File: src/rtl/ahb_pkg.sv
// AHB bus encodings shared by the arbiter, plus a helper mapping hburst to beats-1.
package ahb_pkg;

  localparam logic [1:0] HTRANS_IDLE   = 2'b00;
  localparam logic [1:0] HTRANS_BUSY   = 2'b01;
  localparam logic [1:0] HTRANS_NONSEQ = 2'b10;
  localparam logic [1:0] HTRANS_SEQ    = 2'b11;

  localparam logic [2:0] HBURST_SINGLE = 3'b000;
  localparam logic [2:0] HBURST_INCR   = 3'b001;
  localparam logic [2:0] HBURST_WRAP4  = 3'b010;
  localparam logic [2:0] HBURST_INCR4  = 3'b011;
  localparam logic [2:0] HBURST_WRAP8  = 3'b100;
  localparam logic [2:0] HBURST_INCR8  = 3'b101;
  localparam logic [2:0] HBURST_WRAP16 = 3'b110;
  localparam logic [2:0] HBURST_INCR16 = 3'b111;

  localparam logic [1:0] HRESP_OKAY  = 2'b00;
  localparam logic [1:0] HRESP_ERROR = 2'b01;
  localparam logic [1:0] HRESP_RETRY = 2'b10;
  localparam logic [1:0] HRESP_SPLIT = 2'b11;

  // Undefined-length and single transfers have no remaining beats to count.
  function automatic logic [3:0] burst_beats_m1(input logic [2:0] hburst);
    logic [3:0] r;
    case (hburst)
      HBURST_WRAP4,  HBURST_INCR4:  r = 4'd3;
      HBURST_WRAP8,  HBURST_INCR8:  r = 4'd7;
      HBURST_WRAP16, HBURST_INCR16: r = 4'd15;
      default:                      r = 4'd0;
    endcase
    return r;
  endfunction

endpackage

File: src/rtl/ahb_rr_pick.sv
// Combinational round-robin picker: first set request at or after ptr, wrapping at N-1.
module ahb_rr_pick #(
  parameter int N  = 4,
  parameter int PW = 2
) (
  input  logic [N-1:0]  req,
  input  logic [PW-1:0] ptr,
  output logic [N-1:0]  grant,
  output logic [PW-1:0] index,
  output logic          any_req
);

  // Scan from the farthest position back to ptr so the closest requester wins.
  always_comb begin
    int j;
    index = '0;
    j     = 0;
    for (int k = N - 1; k >= 0; k--) begin
      j = int'(ptr) + k;
      if (j >= N) j = j - N;
      if (req[j]) index = PW'(j);
    end
  end

  assign any_req = |req;
  assign grant   = any_req ? (N'(1) << index) : '0;

endmodule

File: src/rtl/ahb_rr_arbiter.sv
// AHB round-robin bus arbiter with burst-aware arbitration points.
// Optional bus locking is compiled in with `define AHB_ARB_LOCK_EN.
module ahb_rr_arbiter
  import ahb_pkg::*;
#(
  parameter int NMST    = 4,
  parameter int DEF_MST = 0,
  localparam int MW     = $clog2(NMST)
) (
  input  logic            hclk,
  input  logic            hresetn,
  input  logic [NMST-1:0] hbusreq,
  input  logic [NMST-1:0] hlock,
  input  logic [1:0]      htrans,
  input  logic [2:0]      hburst,
  input  logic            hready,
  input  logic [1:0]      hresp,
  output logic [NMST-1:0] hgrant,
  output logic [MW-1:0]   hmaster,
  output logic            hmastlock
);

  localparam logic [NMST-1:0] DEF_GNT = NMST'(1) << DEF_MST;
  localparam logic [MW-1:0]   DEF_IDX = MW'(DEF_MST);

  logic [NMST-1:0] grant_q, grant_d;
  logic [MW-1:0]   gidx_q, gidx_d;
  logic [MW-1:0]   ptr_q, ptr_d;
  logic [MW-1:0]   hmaster_q, hmaster_d;
  logic [3:0]      cnt_q, cnt_d;
  logic            retry_q, retry_d;

  logic [NMST-1:0] pick_gnt;
  logic [MW-1:0]   pick_idx;
  logic            pick_any;
  logic            last_beat, open_pt, hold;

  ahb_rr_pick #(.N(NMST), .PW(MW)) u_pick (
    .req     (hbusreq),
    .ptr     (ptr_q),
    .grant   (pick_gnt),
    .index   (pick_idx),
    .any_req (pick_any)
  );

  assign last_beat = (htrans == HTRANS_SEQ) && (cnt_q == 4'd1);
  assign open_pt   = retry_q || last_beat ||
                     ((cnt_q == 4'd0) &&
                      (htrans == HTRANS_IDLE || htrans == HTRANS_BUSY ||
                       hburst == HBURST_SINGLE || hburst == HBURST_INCR));

`ifdef AHB_ARB_LOCK_EN
  logic lock_q, lock_d;
  logic hmastlock_q, hmastlock_d;
`else
  logic unused_lock;
  assign unused_lock = ^hlock;
`endif

  always_comb begin
    grant_d   = grant_q;
    gidx_d    = gidx_q;
    ptr_d     = ptr_q;
    hmaster_d = hmaster_q;
    cnt_d     = cnt_q;
    retry_d   = retry_q;
    hold      = 1'b0;
`ifdef AHB_ARB_LOCK_EN
    lock_d      = lock_q;
    hmastlock_d = hmastlock_q;
`endif
    if (!hready) begin
      // First cycle of a two-cycle RETRY/SPLIT: remember it, act on the next ready edge.
      if (hresp == HRESP_RETRY || hresp == HRESP_SPLIT) retry_d = 1'b1;
    end else begin
      retry_d   = 1'b0;
      hmaster_d = gidx_q;
`ifdef AHB_ARB_LOCK_EN
      hmastlock_d = hlock[gidx_q];
`endif
      if (retry_q) begin
        cnt_d = 4'd0;
      end else begin
        case (htrans)
          HTRANS_NONSEQ: cnt_d = burst_beats_m1(hburst);
          HTRANS_SEQ:    cnt_d = (cnt_q != 4'd0) ? cnt_q - 4'd1 : 4'd0;
          HTRANS_IDLE:   cnt_d = 4'd0;
          default:       cnt_d = cnt_q;
        endcase
      end
      if (open_pt) begin
`ifdef AHB_ARB_LOCK_EN
        // A locked owner keeps the bus, and for one more point after it releases hlock.
        if (hlock[gidx_q]) begin
          hold   = 1'b1;
          lock_d = 1'b1;
        end else if (lock_q) begin
          hold   = 1'b1;
          lock_d = 1'b0;
        end
`endif
        if (!hold) begin
          if (pick_any) begin
            grant_d = pick_gnt;
            gidx_d  = pick_idx;
            ptr_d   = (pick_idx == MW'(NMST - 1)) ? '0 : pick_idx + MW'(1);
          end else begin
            grant_d = DEF_GNT;
            gidx_d  = DEF_IDX;
          end
        end
      end
    end
  end

  always_ff @(posedge hclk or negedge hresetn) begin
    if (!hresetn) begin
      grant_q   <= DEF_GNT;
      gidx_q    <= DEF_IDX;
      ptr_q     <= '0;
      hmaster_q <= DEF_IDX;
      cnt_q     <= 4'd0;
      retry_q   <= 1'b0;
    end else begin
      grant_q   <= grant_d;
      gidx_q    <= gidx_d;
      ptr_q     <= ptr_d;
      hmaster_q <= hmaster_d;
      cnt_q     <= cnt_d;
      retry_q   <= retry_d;
    end
  end

`ifdef AHB_ARB_LOCK_EN
  always_ff @(posedge hclk or negedge hresetn) begin
    if (!hresetn) begin
      lock_q      <= 1'b0;
      hmastlock_q <= 1'b0;
    end else begin
      lock_q      <= lock_d;
      hmastlock_q <= hmastlock_d;
    end
  end
  assign hmastlock = hmastlock_q;
`else
  assign hmastlock = 1'b0;
`endif

  assign hgrant  = grant_q;
  assign hmaster = hmaster_q;

endmodule

File: config.mk
export PLATFORM = sky130hd
export DESIGN_NAME = ahb_rr_arbiter
export DESIGN_NICKNAME = d
export VERILOG_FILES = /design/src/rtl/ahb_pkg.sv /design/src/rtl/ahb_rr_pick.sv /design/src/rtl/ahb_rr_arbiter.sv
export SDC_FILE = /design/constraint.sdc
export NUM_CORES = 1
export LEC_CHECK = 0
export CORE_UTILIZATION = 40
export DETAILED_ROUTE_END_ITERATION = 8
export PLACE_DENSITY = 0.67
export SLEW_MARGIN = 15
export SYNTH_ARGS = -nofsm -noshare
export SYNTH_HDL_FRONTEND = slang
export SYNTH_HIERARCHICAL = 1
export SYNTH_SLANG_ARGS = --single-unit
File: constraint.sdc
create_clock -name hclk -period 2.85 [get_ports hclk]
set_clock_uncertainty 0.2 [all_clocks]
set_input_delay 0.57 -clock hclk [delete_from_list [all_inputs] [get_ports hclk]]
set_output_delay 0.57 -clock hclk [all_outputs]
set_load 0.01 [all_outputs]
==> reports/summary.txt <==
routability congestion estimate = 0.781
status = finished, final reports clean
ranking of synthesized cells by area = dfrtp_1, ha_1, mux2i_1
placed cells = 153
Residual DRC = 0
flop2flop setup slack = 0.84 ns
CTS tree = yes
post-synthesis adder-cell area fraction = 0.0598
chip width = 53.1 µm
EDFF count, synth = 0
most frequent cell on the critical path = o31a_1
share of layout cells above drive strength 1 = 0.165
All-Layer GR Usage = 0.161
drt total wl = 1.97 mm
kind of critical path = input pin to register
worst reg2reg path startpoint = cnt_q[1]
fin crit period = 2.44 ns
ratio of final minimum period to clock period = 0.857
initial antenna violation count = 0
TritonRoute pass-1 iters = 4
htree depth = 1
CTS sink cnt = 15
CP peak stage delay = 0.51 ns
clock slew at reported path FFs = 0.10 ns
Final HPWL DP = 1.52 mm
clk root buf = clkbuf_4
Initial Util = 0.422
synthesized cell area = 1050 µm²
Final Setup Violations = 0
final instance area = 1260 µm²
R2R Path End = hgrant[0]
Detail Route Antenna Nets = 0
FF-to-FF path depth = 4
max cap viols = 0
starting DRC count in detailed routing = 12
Synth Area in Simple Gates = 0.144
mux contribution to synthesized area = 0.105
CP Capture Type = register
largest net degree at the start of global routing = 16
Area growth, synth to finish = 20.8%
register bit total from synthesis = 15
fillcell total = 250
final core occ = 0.510
Power Density = 719 nW/µm²
nets@finish = 151
leakage power = 0.552 nW
post-CTS setup buffers = 0
Main synth FF type = dfrtp_1
Req. time, crit path = 2.87 ns
area fraction in compound gates after synthesis = 0.248
antenna cells = 0
syn_nets = 131
Overflow after GRT = 0
Worst slew margin = 0.548
post-synth cell types = 42
fmax = 0.410 GHz
CTS Buf Count = 3
crit path DAT = 2.46 ns
Clock Path Buffers = 2
RSZ-0062 raised after global routing = false
vias in the first global route = 780
Worst Setup SP = htrans[0]
Cell Chain, Critical Path = clkdlybuf4s50_1 -> inv_1 -> ha_1 -> o31a_1 -> o31a_1 -> mux2_4
I/O pin count = 25
largest family of logic cells by synthesized area = compound AO/OA/AOI/OAI gates
cell row count = 18
core footprint = 2480 µm²
via count = 829
last element of the critical path = hgrant[0]
xor/xnor share of the synthesized area = 0
Cells after Synth = 108
global-route wire length before repair = 3.36 mm
Synth Warn # = 6
Slew Limit Fails = 0
CP Max Fanout = 6
peak supply drop = 405 µV
worst hold-check path type = register to register
DR WL/cell = 12.5 µm
measured slew at the worst slew-check pin = 0.676 ns
Worst-Skew Late Latency = 0.28 ns
Die Area = 2820 µm²
hold-fix buffers at CTS = 0
Post-synth ARST share = 1.00
DP Area = 1230 µm²
mean area per synthesized cell = 9.69 µm²
area leader, netlist = dfrtp_1
share of the synthesized area in the top cell type = 0.335
non-filler cells, final = 157
Die H = 53.1 µm
Hold Vio Cnt, Final = 0
crit path max-delay cell type = clkdlybuf4s50_1
Critical Path Source Type = input pin
Vias/cell = 5.28
PostCTS Resize Cnt = 0
sequential share of the synthesized area = 0.360
Setup TNS = 0 ns
buffers added on ports = 17
[state kept, by name, summed over array words and instances (netlist names)]
name,cells
hgrant,4
gidx_q,2
ptr_q,2
cnt_q,4
hmaster,2
retry_q,1
[critical path: cells and delay by family]
family	cells	cell delay, ns
mux	1	0.34
buf+inv	2	0.59
compound gates	2	0.73
fa+ha+maj	1	0.24
[cell type report]
type | count | area [µm²] | share of cell area
clock buffer | 3 | 22.5 | 0.0178
multi-input combinational | 77 | 586 | 0.463
inverter | 11 | 41.3 | 0.0327
sequential | 15 | 377 | 0.298
clock inverter | 1 | 7.51 | 0.00594
tap | 30 | 37.5 | 0.0297
timing repair buffer | 20 | 193 | 0.152
[placed cells by master (no fill, tap or decap), drive strengths merged, types with 2 or more instances in the layout]
master and n:
inv 11, o31ai 2, a21oi 6, mux2 5, o31a 3, nand2 10, o21ai 3, nand2b 3
a21o 2, clkbuf 3, a31oi 2, o311ai 2, dfrtp 14, buf 3, nor2 12, ha 5
mux2i 5, clkdlybuf4s50 17
[synth_stat cells, types with 2 or more instances]
master / count
inv_1: 10
buf_6: 2
dfrtp_1: 14
mux2i_1: 5
o31ai_1: 2
buf_4: 2
ha_1: 5
nand2b_1: 3
nand2_1: 10
mux2_2: 4
a21oi_1: 6
nor2_1: 11
a31oi_1: 2
o31a_1: 3
o21ai_0: 2
[routing by layer]
metal | part of all wire | up-vias | global-route usage
met2 | 0.43 | 18 | 0.255
met1 | 0.52 | 388 | 0.225
met5 | 0 | - | 0
met4 | 0.011 | 0 | 0.0395
li1 | - | 421 | -
met3 | 0.035 | 2 | 0.0259
[logic make-up (layout without fill, tap and decap cells)]
| logic type | Yosys count | count (layout) |
|---|---|---|
| simple gates | 31 | 31 |
| compound gates | 30 | 30 |
| buf+inv | 16 | 35 |
| flops | 15 | 15 |
| mux | 10 | 10 |
| fa+ha+maj | 5 | 5 |
| other cells | 1 | 1 |
[power by group]
group	switching, mW	internal, mW
logic	0.176	0.230
clock network	0.0738	0.0531
registers	0.0804	0.296
[per-stage QoR]
| step | hold slack (ns) | worst slack, ns | power (mW) |
|---|---|---|---|
| 2_1_floorplan | 0.0744 | 0.738 | 0.648 |
| 3_3_place_gp | 0.293 | 0.137 | 0.770 |
| 3_5_place_dp | 0.292 | 0.102 | 0.788 |
| 4_1_cts | 0.321 | 0.405 | 0.920 |
| 5_1_grt | 0.340 | 0.338 | 0.989 |
| 6_report | 0.313 | 0.408 | 0.909 |
[worst min-delay path by stage]
stage / startpoint / to / slack [ns] / cells after the start
3_5_place_dp: gidx_q[1] / hmaster[1] / 0.29 / 1
2_1_floorplan: hresetn / cnt_q[0] / 0.07 / 0
5_1_grt: gidx_q[1] / hmaster[1] / 0.34 / 1
3_3_place_gp: hmaster[0] / hmaster[0] / 0.29 / 1
4_1_cts: gidx_q[1] / hmaster[1] / 0.32 / 1
6_report: gidx_q[1] / hmaster[1] / 0.31 / 1
Power figures use the tool's default switching activity.
